File: src/rtl/sdram_ch_pkg.sv
// rtl/sdram_ch_pkg.sv - shared types for the SDRAM channel requester
package sdram_ch_pkg;

  localparam int ADDR_W = 27;
  localparam int DIN_W  = 16;

  typedef enum logic [1:0] {IDLE, ISSUE, WAIT, GAP} state_t;

  typedef struct packed {
    logic              rnw;
    logic              b128;
    logic [ADDR_W-1:0] addr;
    logic [DIN_W-1:0]  din;
  } cmd_t;

endpackage

File: src/rtl/sdram_cmd_fifo.sv
// rtl/sdram_cmd_fifo.sv - synchronous command FIFO, power-of-two depth
module sdram_cmd_fifo
  import sdram_ch_pkg::*;
#(
  parameter int DEPTH = 4
) (
  input  logic                   clk,
  input  logic                   reset_n,
  input  logic                   push,
  input  cmd_t                   push_data,
  input  logic                   pop,
  output cmd_t                   pop_data,
  output logic                   full,
  output logic                   empty,
  output logic [$clog2(DEPTH):0] count
);

  localparam int PW = $clog2(DEPTH);

  cmd_t          mem [DEPTH];
  logic [PW-1:0] wr_ptr;
  logic [PW-1:0] rd_ptr;

  assign pop_data = mem[rd_ptr];
  assign full     = (count == (PW+1)'(DEPTH));
  assign empty    = (count == '0);

  always_ff @(posedge clk) begin
    if (push) mem[wr_ptr] <= push_data;
  end

  // Pointers are exactly PW bits wide, so they wrap modulo DEPTH on their own.
  always_ff @(posedge clk) begin
    if (!reset_n) begin
      wr_ptr <= '0;
      rd_ptr <= '0;
      count  <= '0;
    end else begin
      if (push) wr_ptr <= wr_ptr + 1'b1;
      if (pop)  rd_ptr <= rd_ptr + 1'b1;
      case ({push, pop})
        2'b10:   count <= count + 1'b1;
        2'b01:   count <= count - 1'b1;
        default: ;
      endcase
    end
  end

endmodule

File: src/rtl/sdram_ch1_requester.sv
// rtl/sdram_ch1_requester.sv - queued, one-outstanding request initiator for SDRAM channel 1
module sdram_ch1_requester
  import sdram_ch_pkg::*;
#(
  parameter int DEPTH   = 4,
  parameter int TIMEOUT = 1023
) (
  input  logic              clk,
  input  logic              reset_n,
  input  logic              cmd_valid,
  output logic              cmd_ready,
  input  logic              cmd_rnw,
  input  logic              cmd_128,
  input  logic [ADDR_W-1:0] cmd_addr,
  input  logic [DIN_W-1:0]  cmd_din,
  output logic              rsp_valid,
  output logic [127:0]      rsp_data128,
  output logic [31:0]       rsp_data32,
  output logic              wr_done,
  output logic              timeout_err,
  output logic              busy,
  output logic [ADDR_W-1:0] ch1_addr,
  output logic [DIN_W-1:0]  ch1_din,
  output logic              ch1_req,
  output logic              ch1_rnw,
  output logic              ch1_128,
  input  logic              ch1_ready,
  input  logic              ch1_reqprocessed,
  input  logic [127:0]      ch1_dout,
  input  logic [31:0]       ch1_dout32
);

  localparam int TW = $clog2(TIMEOUT + 1);

  state_t                 state;
  state_t                 state_next;
  cmd_t                   head;
  logic                   fifo_full;
  logic                   fifo_empty;
  logic                   push;
  logic                   pop;
  logic [$clog2(DEPTH):0] unused_count;
  logic                   unused_reqprocessed;
  logic                   rdy_q;
  logic                   rdy_rise;
  logic                   rsp_fire;
  logic                   wr_fire;
  logic                   to_fire;
  logic                   timer_clr;
  logic [TW-1:0]          timer;

  assign unused_reqprocessed = ch1_reqprocessed;
  assign rdy_rise  = ch1_ready & ~rdy_q;
  // A full FIFO still accepts when the head is leaving in the same cycle.
  assign cmd_ready = ~fifo_full | pop;
  assign push      = cmd_valid & cmd_ready;
  assign busy      = ~fifo_empty | (state != IDLE);

  sdram_cmd_fifo #(.DEPTH(DEPTH)) u_fifo (
    .clk       (clk),
    .reset_n   (reset_n),
    .push      (push),
    .push_data ('{rnw: cmd_rnw, b128: cmd_128, addr: cmd_addr, din: cmd_din}),
    .pop       (pop),
    .pop_data  (head),
    .full      (fifo_full),
    .empty     (fifo_empty),
    .count     (unused_count)
  );

  always_ff @(posedge clk) begin
    if (!reset_n) state <= IDLE;
    else          state <= state_next;
  end

  always_comb begin
    state_next = state;
    pop        = 1'b0;
    rsp_fire   = 1'b0;
    wr_fire    = 1'b0;
    to_fire    = 1'b0;
    timer_clr  = 1'b0;
    case (state)
      IDLE: begin
        if (!fifo_empty) begin
          pop        = 1'b1;
          state_next = ISSUE;
        end
      end
      ISSUE: begin
        timer_clr  = 1'b1;
        state_next = WAIT;
      end
      WAIT: begin
        if (rdy_rise) begin
          rsp_fire   = ch1_rnw;
          wr_fire    = ~ch1_rnw;
          state_next = GAP;
        end else if (timer == TW'(TIMEOUT)) begin
          to_fire    = 1'b1;
          state_next = GAP;
        end
      end
      GAP: begin
        if (!ch1_ready) state_next = IDLE;
      end
      default: state_next = IDLE;
    endcase
  end

  // ch1_req follows pop by one register, so it can only be high in ISSUE.
  always_ff @(posedge clk) begin
    if (!reset_n) begin
      rdy_q       <= 1'b0;
      ch1_req     <= 1'b0;
      ch1_addr    <= '0;
      ch1_din     <= '0;
      ch1_rnw     <= 1'b0;
      ch1_128     <= 1'b0;
      rsp_valid   <= 1'b0;
      rsp_data128 <= '0;
      rsp_data32  <= '0;
      wr_done     <= 1'b0;
      timeout_err <= 1'b0;
      timer       <= '0;
    end else begin
      rdy_q     <= ch1_ready;
      ch1_req   <= pop;
      rsp_valid <= rsp_fire;
      wr_done   <= wr_fire;
      if (pop) begin
        ch1_addr <= head.addr;
        ch1_din  <= head.din;
        ch1_rnw  <= head.rnw;
        ch1_128  <= head.b128;
      end
      if (rsp_fire) begin
        rsp_data128 <= ch1_dout;
        rsp_data32  <= ch1_dout32;
      end
      if (to_fire) timeout_err <= 1'b1;
      if (timer_clr)          timer <= '0;
      else if (state == WAIT) timer <= timer + 1'b1;
    end
  end

endmodule

File: config.mk
export PLATFORM = sky130hd
export DESIGN_NAME = sdram_ch1_requester
export DESIGN_NICKNAME = d
export VERILOG_FILES = /design/src/rtl/sdram_ch_pkg.sv /design/src/rtl/sdram_cmd_fifo.sv /design/src/rtl/sdram_ch1_requester.sv
export SDC_FILE = /design/constraint.sdc
export NUM_CORES = 1
export LEC_CHECK = 0
export BUFFER_PORTS_ARGS = -buffer_cell sky130_fd_sc_hd__buf_2
export CORE_MARGIN = 2
export CORE_UTILIZATION = 52
export DETAILED_ROUTE_END_ITERATION = 10
export HOLD_SLACK_MARGIN = 0.03
export PLACE_DENSITY = 0.84
export SYNTH_ARGS = -nofsm -noshare
export SYNTH_HDL_FRONTEND = slang
export SYNTH_SLANG_ARGS = --single-unit
File: constraint.sdc
create_clock -name clk -period 3.6 [get_ports clk]
set_input_delay 0.72 -clock clk [delete_from_list [all_inputs] [get_ports clk]]
set_output_delay 0.72 -clock clk [all_outputs]
set_load 0.01 [all_outputs]
==> results.py <==
metrics = {
    "run_status": {
        "status": "finished clean",
    },
    "cells_and_area": {
        "syn2layout_area_growth_pct": 24.4,
        "drive_gt1_share_pct": 32.7,
        "nNetsFinal": 1870,
    },
    "worst_hold_path": {
        "hp-class": "in -> reg",
        "hp-start": "cmd_addr[7]",
        "holdPathStages": 1,
        "min_to": "u_fifo.mem[2][23]",
    },
    "global_routing": {
        "grt_pass1_wl_um": 59700,
        "grt_use_total_pct": 25.1,
        "grt_max_degree": 161,
        "grt_pass1_vias": 10745,
        "grt_antenna_before_repair": 10,
        "grt_overflow_total": 0,
    },
    "timing": {
        "hold_violations": 0,
        "min_period_ns": 2.82,
        "fin_worst_skew_ns": 0.0188,
        "tns_ns": 0,
        "rsz0062_at_grt": "false",
        "relSlewSlack_pct": 35.8,
        "fmax_mhz": 354,
        "worst_pin_slew_ns": 0.963,
        "period_share_pct": 78.4,
        "setup_viol": 0,
        "slew_viol_final": 0,
    },
    "setup_path": {
        "critPathKind": "reg -> reg",
        "cp-startpoint": "state[0]",
        "r2r_setup_slack_ns": 0.78,
        "start_kind": "flip-flop",
        "worstPathRequired_ns": 4.07,
        "critPathArrivalTime_ns": 3.30,
        "cp-end-kind": "flip-flop",
        "cp_max_fo": 6,
        "reg2reg_depth": 11,
        "r2r_end": "u_fifo.count[2]",
        "rr_startpoint": "state[0]",
    },
    "synth": {
        "synth_nets": 1475,
        "ys_dominant_reg_cell": "dfxtp_1",
        "ys_top_cells_by_count": "nand2_1, dfxtp_1, a21boi_0, edfxtp_1, mux4_2",
        "syn_inst": 1253,
        "synth_edf_count": 180,
        "syn_avg_cell_area_um2": 12.1,
        "synth_area_leaders": "edfxtp_1, dfxtp_1, nand2_1",
        "synth_cell_types": 37,
        "syn_area_um2": 15200,
        "synthArstFlopShare_pct": 0,
        "ys_seq_elements": 409,
        "synth_area_leader_cell": "edfxtp_1",
        "synth_most_common_cell": "nand2_1",
        "ys_seq_area_share_pct": 65.7,
        "synth_top_area_share_pct": 35.5,
        "ys.warnings.count": 0,
    },
    "floorplanning": {
        "initial_utilization_pct": 52.9,
        "core-area_um2": 28800,
        "rows": 62,
        "fp.dieH_um": 175,
        "die_area_um2": 30600,
        "ios": 421,
        "die_w_um": 175,
    },
    "clocking": {
        "cts_buffer_depth": 3,
        "clk_pin_slew_worst_paths_ns": 0.07,
        "post-cts-setup-buffers": 0,
        "root_buffer": "clkbuf_16",
        "cts-resized-gates": 0,
        "cts_sinks": 409,
        "cts_hold_buf": 0,
        "insertion_delay_ns": 0.54,
        "cts_tree": "done",
        "h-tree-depth": 2,
        "numCtsBuffers": 41,
    },
    "drt": {
        "wl_um": 39800,
        "drt-pass1-iter-count": 6,
        "vias": 10803,
        "antenna_left": 0,
        "routedWlPerCell_um": 19.2,
        "drt_iter0_markers": 817,
        "viasPerCell": 5.21,
        "remaining_drc_errors": 0,
    },
    "pwr": {
        "leakage_nw": 7.40,
        "power_mw": 11.9,
        "vdd_ir_drop_max_uv": 524,
        "power.density_nw_per_um2": 627,
    },
    "flow_run": {
        "drv.max_cap_violation_count": 0,
    },
    "place": {
        "hpwl_um": 26400,
        "port_buffers": 419,
        "gp_congestion": 0.835,
    },
}
-- per-layer routing --
layer,up-vias,wire length (µm),track usage (%)
met4,6,1740,11.2
met5,-,44,0
met2,422,19300,42.0
met1,5173,15300,29.9
li1,5100,-,-
met3,102,3410,7.94
-- flip-flops by register name (all words and copies together) (netlist names), 3 cells and up --
signal	count
u_fifo.count	3
timer	10
ch1_addr	27
ch1_din	16
u_fifo.mem	180
rsp_data32	32
rsp_data128	128
-- worst max path at each step --
| stage | end | depth (start not counted) |
|---|---|---|
| 4_1_cts | u_fifo.count[2] | 11 |
| 3_5_place_dp | u_fifo.count[2] | 11 |
| 6_report | u_fifo.count[2] | 11 |
| 2_1_floorplan | u_fifo.count[2] | 11 |
| 5_1_grt | u_fifo.count[2] | 11 |
| 3_3_place_gp | u_fifo.count[2] | 11 |
-- power breakdown --
group | switching, mW | leakage [nW] | total [mW] | internal [mW]
Sequential | 0.319 | 3.51 | 5.62 | 5.30
Combinational | 1.14 | 3.24 | 1.98 | 0.837
Clock | 1.76 | 0.664 | 4.28 | 2.52
-- cells by family (layout without fill, tap and decap cells) --
| group | Yosys count | in the layout | synth area share, % |
|---|---|---|---|
| AOI/OAI and AO/OA | 216 | 216 | 10.6 |
| xor gates and xnor gates | 12 | 12 | 0.691 |
| adders and majority gates | 12 | 12 | 1.04 |
| buffers and inverters | 92 | 518 | 3.03 |
| DFF | 409 | 409 | 65.7 |
| muxes | 48 | 48 | 6.86 |
| other | 0 | 9 | 0 |
| and+or+nand+nor | 464 | 464 | 12.1 |
-- critical path: stages (launching register included) --
cell      delay [ns]
dfxtp_1         0.38
inv_1           0.10
ha_1            0.24
or4b_4          0.54
and2_4          0.20
inv_1           0.07
ha_1            0.19
inv_1           0.07
fa_1            0.37
xor2_1          0.15
or3_1           0.30
a21boi_0        0.16
-- layout make-up --
cell class              instances  area [µm²]
clock buffers                  58        1180
multi-input cells             752        4790
diodes                          9        22.5
well taps                     384         480
repair buffers                433        2250
fillers                      2079        9850
clock inverters                16         176
inverters                      11        41.3
flip-flops and latches        409        9990
-- through the flow --
step	area (µm²)	worst slack (ns)	cells	hold slack [ns]	util, %
global route	18900	0.610	2065	0.378	65.7
finish	18900	0.777	2072	0.391	65.8
global placement	17500	0.849	1989	0.438	61.0
detailed placement	17500	0.762	1989	0.441	61.0
CTS	18900	0.764	2063	0.367	65.7
floorplan	15200	0.946	1253	0.458	-
-- placed cells by master, fill, tap and decap left out, types with 2 or more instances in the layout --
master | netlist | final
a21boi_0 | 180 | 180
a21boi_1 | 26 | 26
a21oi_1 | 2 | 2
and2_1 | 8 | 8
and3_2 | 0 | 4
buf_12 | 0 | 3
buf_2 | 35 | 418
buf_4 | 9 | 11
bufinv_16 | 0 | 3
clkbuf_1 | 32 | 10
clkbuf_16 | 0 | 43
clkbuf_8 | 0 | 5
clkinv_1 | 0 | 7
clkinv_2 | 0 | 3
dfxtp_1 | 229 | 227
diode_2 | 0 | 9
edfxtp_1 | 180 | 180
ha_1 | 11 | 11
inv_1 | 10 | 10
mux2i_1 | 3 | 3
mux4_2 | 45 | 45
nand2_1 | 421 | 421
nand2b_1 | 3 | 2
nand3_1 | 3 | 2
nand4_1 | 3 | 3
nor2_1 | 8 | 8
nor3_1 | 2 | 2
o21ai_0 | 5 | 5
or3_1 | 3 | 3
xnor2_1 | 5 | 5
xor2_1 | 7 | 7
Note: power is estimated with default switching activity, not from simulation.
